$ cat config.mk
export PLATFORM = sky130hd
export DESIGN_NAME = gouram_trace_ctrl
export DESIGN_NICKNAME = d
export VERILOG_FILES = /design/src/rtl/gouram_trace_ctrl.sv
export SDC_FILE = /design/constraint.sdc
export NUM_CORES = 1
export LEC_CHECK = 0
export CAP_MARGIN = 20
export CORE_ASPECT_RATIO = 0.8
export CORE_UTILIZATION = 35
export CTS_BUF_LIST = sky130_fd_sc_hd__clkbuf_4 sky130_fd_sc_hd__clkbuf_8
export DETAILED_ROUTE_END_ITERATION = 16
export GPL_TIMING_DRIVEN = 0
export PLACE_DENSITY_LB_ADDON = 0.2
export SYNTH_ARGS = -nofsm -noshare
export SYNTH_HDL_FRONTEND = slang
export SYNTH_SLANG_ARGS = --single-unit
export TNS_END_PERCENT = 100
$ cat constraint.sdc
create_clock -name clk -period 19 [get_ports clk]
set_input_delay 3.8 -clock clk [delete_from_list [all_inputs] [get_ports clk]]
set_output_delay 3.8 -clock clk [all_outputs]
set_load 0.01 [all_outputs]
$ cat src/rtl/gouram_trace_ctrl.sv
// Trace capture controller: arms on a start address, buffers tracer records in a
// first-word-fall-through FIFO until a stop address or tracer lock, then drains to the sink.
module gouram_trace_ctrl #(
    parameter int unsigned REC_WIDTH  = 128,
    parameter int unsigned ADDR_WIDTH = 16,
    parameter int unsigned FIFO_DEPTH = 8
) (
    input  logic                  clk,
    input  logic                  rst_n,
    input  logic [ADDR_WIDTH-1:0] cfg_start_addr,
    input  logic [ADDR_WIDTH-1:0] cfg_stop_addr,
    input  logic                  cfg_arm,
    input  logic                  cfg_abort,
    input  logic                  trace_valid_i,
    input  logic [REC_WIDTH-1:0]  trace_rec_i,
    input  logic [ADDR_WIDTH-1:0] trace_addr_i,
    input  logic                  lock_i,
    output logic                  out_valid,
    output logic [REC_WIDTH-1:0]  out_data,
    input  logic                  out_ready,
    output logic                  capture_en_o,
    output logic [2:0]            state_o,
    output logic [15:0]           captured_o,
    output logic [15:0]           dropped_o,
    output logic                  lock_seen_o,
    output logic                  done_o
);

    localparam int unsigned PTR_W = $clog2(FIFO_DEPTH);
    localparam int unsigned CNT_W = PTR_W + 1;
    localparam int unsigned STAT_W = 16;

    typedef enum logic [2:0] {
        S_IDLE    = 3'd0,
        S_ARMED   = 3'd1,
        S_CAPTURE = 3'd2,
        S_DRAIN   = 3'd3,
        S_DONE    = 3'd4
    } state_t;

    state_t                r_state;
    state_t                w_state_nxt;
    logic [REC_WIDTH-1:0]  r_mem [FIFO_DEPTH];
    logic [PTR_W-1:0]      r_wr_ptr;
    logic [PTR_W-1:0]      r_rd_ptr;
    logic [CNT_W-1:0]      r_count;
    logic [STAT_W-1:0]     r_captured;
    logic [STAT_W-1:0]     r_dropped;
    logic                  r_lock_seen;

    logic w_start_hit;
    logic w_stop_hit;
    logic w_push_req;
    logic w_arm;
    logic w_lock_set;
    logic w_full;
    logic w_pop;
    logic w_accept;
    logic w_drop;

    assign w_start_hit = trace_valid_i && (trace_addr_i == cfg_start_addr);
    assign w_stop_hit  = trace_valid_i && (trace_addr_i == cfg_stop_addr);
    assign w_full      = (r_count == CNT_W'(FIFO_DEPTH));
    assign out_valid   = (r_count != '0);
    assign w_pop       = out_valid && out_ready;
    // A full FIFO still takes a record when the head leaves in the same cycle.
    assign w_accept    = w_push_req && (!w_full || w_pop);
    assign w_drop      = w_push_req && w_full && !w_pop;

    // Next-state and push/arm decode; abort overrides everything.
    always_comb begin
        w_state_nxt = r_state;
        w_push_req  = 1'b0;
        w_arm       = 1'b0;
        w_lock_set  = 1'b0;
        case (r_state)
            S_IDLE: begin
                if (cfg_arm) begin
                    w_state_nxt = S_ARMED;
                    w_arm       = 1'b1;
                end
            end
            S_ARMED: begin
                if (w_start_hit) begin
                    w_push_req  = 1'b1;
                    w_state_nxt = w_stop_hit ? S_DRAIN : S_CAPTURE;
                end
            end
            S_CAPTURE: begin
                w_push_req = trace_valid_i;
                w_lock_set = lock_i;
                if (w_stop_hit || lock_i) begin
                    w_state_nxt = S_DRAIN;
                end
            end
            S_DRAIN: begin
                if ((r_count == '0) || ((r_count == CNT_W'(1)) && w_pop)) begin
                    w_state_nxt = S_DONE;
                end
            end
            S_DONE: begin
                if (cfg_arm) begin
                    w_state_nxt = S_ARMED;
                    w_arm       = 1'b1;
                end
            end
            default: w_state_nxt = S_IDLE;
        endcase
        if (cfg_abort) begin
            w_state_nxt = S_IDLE;
            w_push_req  = 1'b0;
            w_arm       = 1'b0;
            w_lock_set  = 1'b0;
        end
    end

    always_ff @(posedge clk) begin
        if (!rst_n) begin
            r_state     <= S_IDLE;
            r_wr_ptr    <= '0;
            r_rd_ptr    <= '0;
            r_count     <= '0;
            r_captured  <= '0;
            r_dropped   <= '0;
            r_lock_seen <= 1'b0;
        end else begin
            r_state <= w_state_nxt;
            if (cfg_abort) begin
                r_wr_ptr <= '0;
                r_rd_ptr <= '0;
                r_count  <= '0;
            end else begin
                if (w_accept) r_wr_ptr <= r_wr_ptr + PTR_W'(1);
                if (w_pop)    r_rd_ptr <= r_rd_ptr + PTR_W'(1);
                r_count <= r_count + CNT_W'(w_accept) - CNT_W'(w_pop);
            end
            // Statistics saturate rather than wrap.
            if (w_arm) begin
                r_captured <= '0;
            end else if (w_accept && (r_captured != '1)) begin
                r_captured <= r_captured + STAT_W'(1);
            end
            if (w_arm) begin
                r_dropped <= '0;
            end else if (w_drop && (r_dropped != '1)) begin
                r_dropped <= r_dropped + STAT_W'(1);
            end
            if (w_arm) begin
                r_lock_seen <= 1'b0;
            end else if (w_lock_set) begin
                r_lock_seen <= 1'b1;
            end
        end
    end

    // Record storage needs no reset; out_data is masked while the FIFO is empty.
    always_ff @(posedge clk) begin
        if (w_accept) begin
            r_mem[r_wr_ptr] <= trace_rec_i;
        end
    end

    assign out_data     = out_valid ? r_mem[r_rd_ptr] : '0;
    assign state_o      = 3'(r_state);
    assign capture_en_o = (r_state == S_ARMED) || (r_state == S_CAPTURE);
    assign done_o       = (r_state == S_DONE);
    assign captured_o   = r_captured;
    assign dropped_o    = r_dropped;
    assign lock_seen_o  = r_lock_seen;

endmodule

Word level (Yosys, flattened, before mapping)
Memory sizes are Yosys's and may differ from the RTL's. A register that Yosys moved wholly into a read port is not among the register bits.
Cells that the tools add are included.
Widths: inputs -> output; s select.
{ "classes": {"n_addsub": 6, "n_eq_ne": 14, "muxes": 19, "n_bitwise": 1, "n_reduce_logical": 22} }
{ "op_table": {"columns": ["op", "n"], "rows": [
  ["$mux 128", 1],
  ["$add 16x1->16 const B", 2],
  ["$eq 16x16->1", 2],
  ["$ne 16x16->1 const B", 2],
  ["$mux 3", 6],
  ["$pmux 3 s4", 1],
  ["$mux 1", 10],
  ["$logic_and 1x1->1", 9],
  ["$add 3x1->3 const B", 2],
  ["$eq 3x2->1 const B", 2],
  ["$ne 2x2->1 const B", 3],
  ["$reduce_or 2->1", 3],
  ["$add 4x1->4", 1],
  ["$eq 4x1->1 const B", 1],
  ["$eq 4x4->1 const B", 1],
  ["$logic_not 4->1", 1],
  ["$logic_or 1x1->1", 4],
  ["$reduce_and 4->1", 1],
  ["$reduce_bool 4->1", 1],
  ["$sub 4x1->4", 1],
  ["$eq 3x1->1 const B", 1],
  ["$eq 3x3->1 const B", 1],
  ["$logic_not 3->1", 1],
  ["$logic_not 1->1", 2],
  ["3 further kinds", 3]
]} }
{ "totals": {"register_bits": 46, "mem_bits_rw": 1024, "inputBits": 183, "word_cells": 70, "memories": 1} }
{ "memory_table": {"columns": ["memory", "depth", "word_bits", "read_ports", "rd_ports_with_merged_regs", "wr", "line", "text"], "rows": [
  ["r_mem", 8, 128, 1, 1, 1, "43", "logic [REC_WIDTH-1:0] r_mem [FIFO_DEPTH];"]
]} }

Longest topological paths before layout
{ "logic_depth": {"word_depth": 8, "depth_mapped": 14} }

Worst setup path after synthesis
No wires, ideal clock.
{ "synth_path": {"path_type": "input -> register", "from": "in trace_addr_i[14]", "to": "mem r_mem[6][0] (enable)", "setup_ns": 0.798, "t_arrival_ns": 14.138, "slack_ns": 4.064, "stages": 7, "n_path_buf": 1, "cell_sequence": "xor2_1 > nor4_4 > and4_1 > a21o_2 > buf_4 > nand2_1 > nor3b_1"} }
{ "synth_via": {"elab_chain_cells": 8} }
{ "synth_lines": {"columns": ["item", "line", "text"], "rows": [
  ["start: declaration", "16", "input logic [ADDR_WIDTH-1:0] trace_addr_i,"],
  ["$eq 16x16->1", "61", "assign w_start_hit = trace_valid_i && (trace_addr_i == cfg_start_addr);"],
  ["$logic_and 1x1->1", "61", null],
  ["$mux 1", "84", "if (w_start_hit) begin"],
  ["$pmux 1 s2", "76", "case (r_state)"],
  ["$mux 1", "109", "if (cfg_abort) begin"],
  ["$logic_and 1x1->1", "67", "assign w_accept = w_push_req && (!w_full || w_pop);"],
  ["$mux 1", "158", "if (w_accept) begin"],
  ["$mux 1 (implied by the code)", "159", "r_mem[r_wr_ptr] <= trace_rec_i;"],
  ["end: declaration", "43", null]
]} }
Every way passes these cells.

==> results by group <==
Final layout
  – Synth-to-layout area growth: 24.8%
  – Most frequent cells in the layout: 1024 x edfxtp_1, 349 x clkdlybuf4s50_1, 256 x mux4_2
  – Commonest non-fill, non-tap cell in the layout: edfxtp_1
  – Post-layout util: 0.440
  – Share of cells above drive strength 1: 0.256
  – Nets: 2819

Synthesis
  – Synth Area in Compound Gates: 0.0107
  – Async set or reset register ratio after synthesis: 0
  – #FFs+latches synth: 1073
  – Post-Synth Simple-Gate Area: 0.0357
  – Most common flop cell mapped by yosys: edfxtp_1
  – Largest family of logic cells by synthesized area: multiplexers
  – Number of synthesized flops with an enable pin: 1024
  – Synth Area per Inst: 20.9 µm²
  – Synth unique cells: 59
  – XOR/XNOR Fraction of Synth Area: 0.00796
  – Sequential area share after synthesis: 0.759
  – Post-synth net total: 2191
  – Synthesized area: 0.0418 mm²
  – Mapped Cells: 1998
  – Adder-cell share of the synthesized area: 0.00317
  – Yosys Warn Count: 0
  – Mux cell area share after synthesis: 0.172

Setup path
  – Worst path buffer plus inverter count: 4
  – Crit path capture type: output pin
  – Critical-path cell list: clkbuf_1, buf_8, clkbuf_1, mux4_2, mux2i_1, nor2_1, clkdlybuf4s50_1
  – Worst path top cell family by delay: buffers and inverters
  – Slowest Stage Delay on Critical Path: 660 ps
  – CP max stage cell: clkdlybuf4s50_1
  – Worst-path fanout max: 10
  – Crit start category: flop
  – WS Path Type: reg -> out
  – R2R depth: 14
  – Most frequent CP cell: clkbuf_1
  – WP depth: 7
  – Req. time, crit path: 15200 ps
  – Crit path DAT: 4150 ps

Global route
  – Antenna violations before repair: 26
  – Total GRT Usage: 0.179
  – First-pass GRT wire length: 157 mm
  – Vias in the first global route: 23300
  – GRT overflow: 0
  – Largest net degree at the start of global routing: 24

Timing
  – Setup violations, final: 0
  – Clock Skew: 45.6 ps
  – Final worst path period need: 7950 ps
  – Hold Violations, Final: 0
  – Period utilization: 0.418
  – Achievable frequency: 126 MHz
  – Max-Slew Margin vs Limit: 0.312
  – Max Slew Vio Count: 0
  – RSZ-0062 raised after global routing: false
  – Slew @ Worst Pin: 1030 ps

Clock tree
  – Clock buffer depth: 3
  – Cts hold-fix bufs: 0
  – Cts repair resizes: 0
  – Postcts setup bufs: 0
  – Root Buffer: clkbuf_8
  – # clock sinks: 1073
  – TritonCTS buffer count: 176
  – Htree depth: 4
  – CTS tree: yes
  – Clock-pin slew on the worst setup and hold paths: 60 ps
  – Worst skew pair latency: 850 ps

Hold path
  – Hold Path Stages: 2
  – Worst min path class: reg -> reg

Routing
  – DR pass1 iterations: 5
  – Via count: 21700
  – DRT Wirelength: 107 mm
  – 1st-iter DRT viols: 1520
  – Post-route DRC: 0
  – WL/cell: 24.8 µm
  – Final ANT Viol Nets: 0
  – Routed vias/inst: 5.02

Die
  – # rows: 113
  – CORE AREA: 0.119 mm²
  – Die W: 389 µm
  – Die area: 0.121 mm²
  – I/O pins: 350
  – Height of the die: 311 µm
  – Starting Density: 0.353

Power and ir drop
  – Power Total: 5.52 mW
  – Cell Pwr Density: 106 mW/mm²
  – P_leak: 16.1 nW
  – Worst-case vdd ir drop: 60.8 µV

Placed design
  – Buffers on Ports: 349
  – Routability Congestion: 0.781
  – Post-DP HPWL: 70.6 mm

Job
  – Max Cap Violations: 0

Outcome
  – Outcome: completed
-- worst paths after layout --
check | start | end | slack [ps]
setup / recovery | flop | out_data[46] | 11050
hold / removal | lock_seen_o | lock_seen_o | 480
setup reg to reg | state_o[0] | r_mem[6][73] | 14990
hold reg to reg | lock_seen_o | lock_seen_o | 480
-- per-layer routing --
layer | global-route usage | wire [µm]
met5 | 0 | 171
met4 | 0.0641 | 2420
met3 | 0.0470 | 6380
met2 | 0.284 | 52000
met1 | 0.237 | 46300
-- worst min-delay path, delay by kind of cell (launching register included) --
family          cells  cell delay, ps
compound gates      1              40
flops               1             330
simple gates        1              70
-- per-stage QoR --
stage | instances | worst slack, ps | hold WS, ps | TNS [ps] | instance area [µm²]
6_report | 4322 | 11050 | 477 | 0 | 52200
5_1_grt | 4320 | 10740 | 505 | 0 | 52200
4_1_cts | 4310 | 10730 | 481 | 0 | 52200
3_5_place_dp | 3999 | 10860 | 463 | 0 | 48700
3_3_place_gp | 3899 | -8940 | 466 | -4083260 | 47300
2_1_floorplan | 1998 | 4060 | 454 | 0 | 41800
-- synth_stat cells (5+ instances only) --
library cell	count	area share
and3_1	9	0.0013
inv_1	9	0.00081
a31oi_1	10	0.0015
a21oi_1	19	0.0023
xor2_1	22	0.0046
nand2_1	34	0.0031
dfxtp_1	49	0.023
nand2b_1	15	0.0022
buf_2	29	0.0035
edfxtp_1	1024	0.74
clkbuf_1	47	0.0042
nor3_1	13	0.0016
nor2_1	158	0.014
nand4_1	9	0.0013
a31o_1	5	0.0010
ha_1	9	0.0027
nand3_1	23	0.0028
buf_1	19	0.0017
xnor2_1	16	0.0033
mux4_2	256	0.14
mux2i_1	142	0.034
and4_1	9	0.0019
-- flip-flops by register name (all words and copies together) (netlist names), named ones only --
name         count
captured_o      16
dropped_o       16
lock_seen_o      1
r_count          4
r_mem         1024
r_rd_ptr         3
r_wr_ptr         3
state_o          3
-- layout make-up --
| cell class | count | area [µm²] |
|---|---|---|
| tap | 1552 | 1940 |
| fill | 10200 | 66400 |
| inverter | 9 | 33.8 |
| clock buffer | 250 | 3020 |
| multi-input combinational | 813 | 9660 |
| timing repair buffer | 450 | 4910 |
| clock inverter | 61 | 419 |
| buffer | 103 | 465 |
| antenna | 11 | 27.5 |
| sequential | 1073 | 31700 |
-- logic make-up (layout without fill, tap and decap cells) --
group           Yosys count  after routing
compound gates           63             63
fa+ha+maj                10             10
other cells               0             11
xor+xnor                 38             38
flops                  1073           1073
mux                     399            399
simple gates            303            303
buf+inv                 112            873
-- power by group --
part	total [mW]	internal (mW)	switching (mW)
sequential	2.60	2.59	0.00213
clock	1.98	1.07	0.919
combinational	0.939	0.435	0.504
(Power assumes the default switching activity.)
==> patch 1 (same settings) <==
One comparison of `r_count` changes from == to >=.
--- a/src/rtl/gouram_trace_ctrl.sv
+++ b/src/rtl/gouram_trace_ctrl.sv
@@ -60,7 +60,7 @@
 
     assign w_start_hit = trace_valid_i && (trace_addr_i == cfg_start_addr);
     assign w_stop_hit  = trace_valid_i && (trace_addr_i == cfg_stop_addr);
-    assign w_full      = (r_count == CNT_W'(FIFO_DEPTH));
+    assign w_full      = (r_count >= CNT_W'(FIFO_DEPTH));
     assign out_valid   = (r_count != '0);
     assign w_pop       = out_valid && out_ready;
     // A full FIFO still takes a record when the head leaves in the same cycle.
Behaviour: same outputs for any inputs over 4 cycles, from zero or initial values; that may be too few to reach the edited logic, so the function may still have changed.
==> patch 1 against the unedited design <==
- total power up 1.2%
- design area down 0.92%
- setup slack worse by 0.45 ns
- sequential power about the same
- wire length down 3.2%
- worst hold slack better by 0.017 ns
- clock skew down 0.012 ns
- area after synthesis down 0.98%
- sequential cell count unchanged
- count of clock-buffer cells in the layout down 14
- register-to-register slack worse by 0.41 ns
- synthesized cell count down 1.8%
- largest cell class unchanged
- highest routed layer unchanged
==> patch 1: results (changes against the unedited design) <==
[routing]
routed_wl_mm=104  ; -3.2%
first_iter_violations=1172  ; -23%
detail_route.vias_per_cell=4.98  ; -0.70%

[cells_and_area]
final_layout_size_suffix_gt1_share_pct=23.3  ; -2.3 points
layout.nonclk_buf_share_pct=10.2  ; -0.12 points
non_clock_buffer_count=534  ; -3.4%
final-clk-cell-share_pct=6.56  ; -0.024 points
count_of_inserted_antenna_diode_cells=12  ; +1
multi_input_gates=775  ; -4.7%
nets=2767  ; -1.8%
n_clock_buffer=236  ; -5.6%

[worst_setup_path]
crit_fanout=11  ; +1
cp-endpoint=out_data[110]
critPathSlowestCell=clkbuf_1
cpPeakStageDelay_ns=0.79  ; +0.13 ns

[pwr]
power.leakage_nw=15.7  ; -2.6%
power.share.sequential_pct=46.5  ; -0.5 points
power.share.switching_pct=26.0  ; +0.21 points
max-vdd-ir-drop_v=0.0000565  ; -7.1%

[synth]
synth.cells.most_frequent=edfxtp_1, mux4_2, nor2_1, mux2i_1, clkbuf_1
synth_top_cells_by_area=edfxtp_1, mux4_2, mux2i_1, dfxtp_1, nor2_1
synth.distinct_cells=45  ; -24%
synthCells=1963  ; -1.8%
postSynthNetCount=2156  ; -1.6%

[global_route]
first_global_vias=22800  ; -2.0%
wire_length_of_the_first_global_routing_pass_mm=151  ; -3.5%
gr-usage-met1_pct=22.8  ; -0.93 points
grt_use_met2_pct=28.7  ; +0.27 points
gr-usage-all-layers_pct=17.5  ; -0.45 points
grt_antenna_before_repair=19  ; -27%

[timing]
worst_clock_skew_ns=0.0335  ; -0.0121 ns
tightestPinTransition_ns=1.06  ; +0.0255 ns

[clock_network]
cts_inserted_buffers=172  ; -2.3%
clock_network_latency_to_the_later_pin_of_the_worst_skew_pair_ns=0.87  ; +0.02 ns

[place]
place_inst=3931  ; -1.7%
dpl.hpwl_mm=67.6  ; -4.2%
gp_routability_congestion=0.760  ; -2.6%

[outcome]
outcome=complete, no violations

==> patch 1: power by group through the flow <==
| stage | Clock (W) | Sequential [W] | Combinational (W) |
|---|---|---|---|
| 2_1_floorplan | 0 | 0.00265 | 0.000437 |
| 3_3_place_gp | 0 | 0.00265 | 0.00102 |
| 3_5_place_dp | 0 | 0.00265 | 0.00103 |
| 4_1_cts | 0.00204 | 0.00260 | 0.00104 |
| 5_1_grt | 0.00213 | 0.00260 | 0.00110 |
| 6_report | 0.00197 | 0.00260 | 0.00102 |
==> patch 1: metrics by stage <==
| step | setup WS, ns | power (W) | hold WS, ns | utilization (%) | area, µm² |
|---|---|---|---|---|---|
| finish | 10.60 | 0.00558 | 0.493 | 44.2 | 51700 |
| CTS | 10.35 | 0.00567 | 0.495 | 44.1 | 51600 |
| global route | 10.29 | 0.00582 | 0.520 | 44.2 | 51700 |
| detailed placement | 10.48 | 0.00368 | 0.479 | 41.2 | 48200 |
| global placement | -7.42 | 0.00367 | 0.484 | 40.0 | 46800 |
| floorplan | 4.20 | 0.00308 | 0.472 | - | 41400 |
==> patch 1: cell families (layout without fill, tap and decap cells) <==
logic type / Yosys count / after routing / share of synthesized area (%)
AO/OA/AOI/OAI: 29 / 29 / 0.501
other: 0 / 12 / 0
adder cells (fa/ha/maj): 10 / 10 / 0.320
flip-flops: 1073 / 1073 / 76.6
AND/OR/NAND/NOR: 285 / 285 / 3.07
XOR/XNOR: 61 / 61 / 1.29
buffers and inverters: 115 / 853 / 1.05
multiplexers: 390 / 390 / 17.2
==> patch 1: per-layer routing <==
layer | wire length (µm) | vias up
met5 | 118 | -
li1 | - | 9274
met2 | 50900 | 525
met3 | 5880 | 184
met1 | 45000 | 11200
met4 | 1900 | 20
==> patch 2 (config.mk and constraints unchanged) <==
Without the edit above. Set the parameter `ADDR_WIDTH` to 15 (it was 16).
--- a/src/rtl/gouram_trace_ctrl.sv
+++ b/src/rtl/gouram_trace_ctrl.sv
@@ -2,7 +2,7 @@
 // first-word-fall-through FIFO until a stop address or tracer lock, then drains to the sink.
 module gouram_trace_ctrl #(
     parameter int unsigned REC_WIDTH  = 128,
-    parameter int unsigned ADDR_WIDTH = 16,
+    parameter int unsigned ADDR_WIDTH = 15,
     parameter int unsigned FIFO_DEPTH = 8
 ) (
     input  logic                  clk,
Interface: changed (resized cfg_start_addr, cfg_stop_addr and trace_addr_i); port bits go from 350 to 347. The function was not compared with the original's and may differ.
==> patch 2 against the unedited design <==
- count of clock-buffer cells in the layout down 17
- clock skew down 0.0094 ns
- design area shrank 0.59%
- critical path depth is 1 higher
- non-clock buffer count grew 61
- via count is 0.56% lower
- fmax fell by 3.6%
- total power down 1.1%
- wire length fell by 3.1%
- area after synthesis fell by 0.83%
- sequential cell count unchanged
- die area down 0.82%
- register-to-register slack lost 0.57 ns
- setup slack got worse by 0.29 ns
- critical path type unchanged
- critical endpoint is now out_data[108]
- largest power group unchanged
==> patch 2: results (changes against the unedited design) <==
[clock_network]
clock_network_latency_to_the_later_pin_of_the_worst_skew_pair_ns=0.87  ; +0.02 ns
cts_inserted_buffers=172  ; -2.3%

[pwr]
power.net_switching_w=0.00141  ; -0.74%
max-vdd-ir-drop_v=0.0000467  ; -23%
power.leakage_nw=16.0  ; -0.94%

[synth]
postSynthNetCount=2156  ; -1.6%
synth_xor_area_share_pct=0.887  ; +0.091 points
synth.distinct_cells=50  ; -15%
synthCells=1966  ; -1.6%
synth_top_cells_by_area=edfxtp_1, mux4_2, mux2i_1, dfxtp_1, nor2_1
synth.cells.most_frequent=edfxtp_1, mux4_2, nor2_1, mux2i_1, clkbuf_1
adder_and_majority_cell_fraction_of_the_synthesized_area_pct=0.320  ; +0.0026 points

[timing]
layout_min_cycle_time_ns=8.24  ; +0.293 ns
max-slew-margin-rel_pct=32.7  ; +1.5 points
worst_clock_skew_ns=0.0361  ; -0.00944 ns

[worst_setup_path]
cpPeakStageDelay_ns=0.74  ; +0.08 ns
crit_arrival_ns=4.44  ; +0.29 ns

[global_route]
grt_antenna_before_repair=17  ; -35%
wire_length_of_the_first_global_routing_pass_mm=152  ; -3.2%
gr-usage-all-layers_pct=17.4  ; -0.52 points
first_global_vias=23200  ; -0.43%

[routing]
num_vias=21600  ; -0.56%
first_iter_violations=1415  ; -6.9%

[place]
gp_routability_congestion=0.777  ; -0.42%
portBuffers=346  ; -0.86%
place_inst=4018  ; +0.48%
detailedPlace.worstSlack_ns=10.15  ; -0.713 ns

[cells_and_area]
final_layout_size_suffix_gt1_share_pct=26.1  ; +0.54 points
nFillCells=10000  ; -1.8%

[outcome]
outcome=complete, no violations

## patch 2: cell count changes after synthesis, moves of 9 or more
cell	delta
mux2i_1	-12
nand2_1	-11
a21oi_1	+10
nand2b_1	-13
a31oi_1	-9
nor2_1	-11
buf_2	-9
xnor2_1	+19
nand3_1	-9
xor2_1	-15
o21ai_0	+12
## patch 2: critical path, delay by kind of cell, from the launching register on
kind	cells	cell delay (ns)
AND/OR/NAND/NOR	1	0.10
buffers and inverters	5	2.34
flip-flops	1	0.31
multiplexers	2	0.82
## patch 2: kinds of logic after synthesis
kind of cell | after synthesis
compound gates | 74
flops | 1073
simple gates | 267
xor+xnor | 42
fa+ha+maj | 10
buf+inv | 114
mux | 386
## patch 2: cell type report
type                    instances  area, µm²  share of cell area, %
plain buffers                 101        419                  0.808
well taps                    1539       1930                   3.71
inverters                      13       48.8                 0.0940
flip-flops and latches       1073      31700                   61.1
diodes                          9       22.5                 0.0434
clock buffers                 233       2840                   5.48
clock inverters                63        377                  0.726
multi-input cells             779       9360                   18.0
repair buffers                513       5170                   9.97
## patch 2: worst paths after layout
| kind | endpoint | depth (start not counted) | start |
|---|---|---|---|
| min reg2reg | dropped_o[8] | 2 | dropped_o[8] |
| max reg2reg | r_mem[1][98] | 14 | state_o[2] |
| min | dropped_o[8] | 2 | dropped_o[8] |
| max | out_data[108] | 8 | register |
## patch 2: power groups by stage
stage / Clock, W / Combinational, W / Sequential, W
floorplan: 0 / 0.000434 / 0.00264
global placement: 0 / 0.000998 / 0.00264
detailed placement: 0 / 0.00101 / 0.00264
CTS: 0.00195 / 0.00101 / 0.00259
global route: 0.00205 / 0.00105 / 0.00259
finish: 0.00188 / 0.000980 / 0.00259
## patch 2: routing by layer
metal | up-vias | share of wire, % | track usage, %
li1 | 9502 | - | -
met4 | 16 | 2.0 | 5.98
met3 | 149 | 5.3 | 3.86
met5 | - | 0.086 | 0
met2 | 540 | 51 | 30.0
met1 | 11400 | 41 | 21.6
## patch 2: per-stage QoR
stage                     power, W  hold slack, ns
after CTS                  0.00556           0.497
final                      0.00546           0.505
after global placement     0.00364           0.481
after detailed placement   0.00365           0.497
after floorplan            0.00308           0.454
after global routing       0.00569           0.526
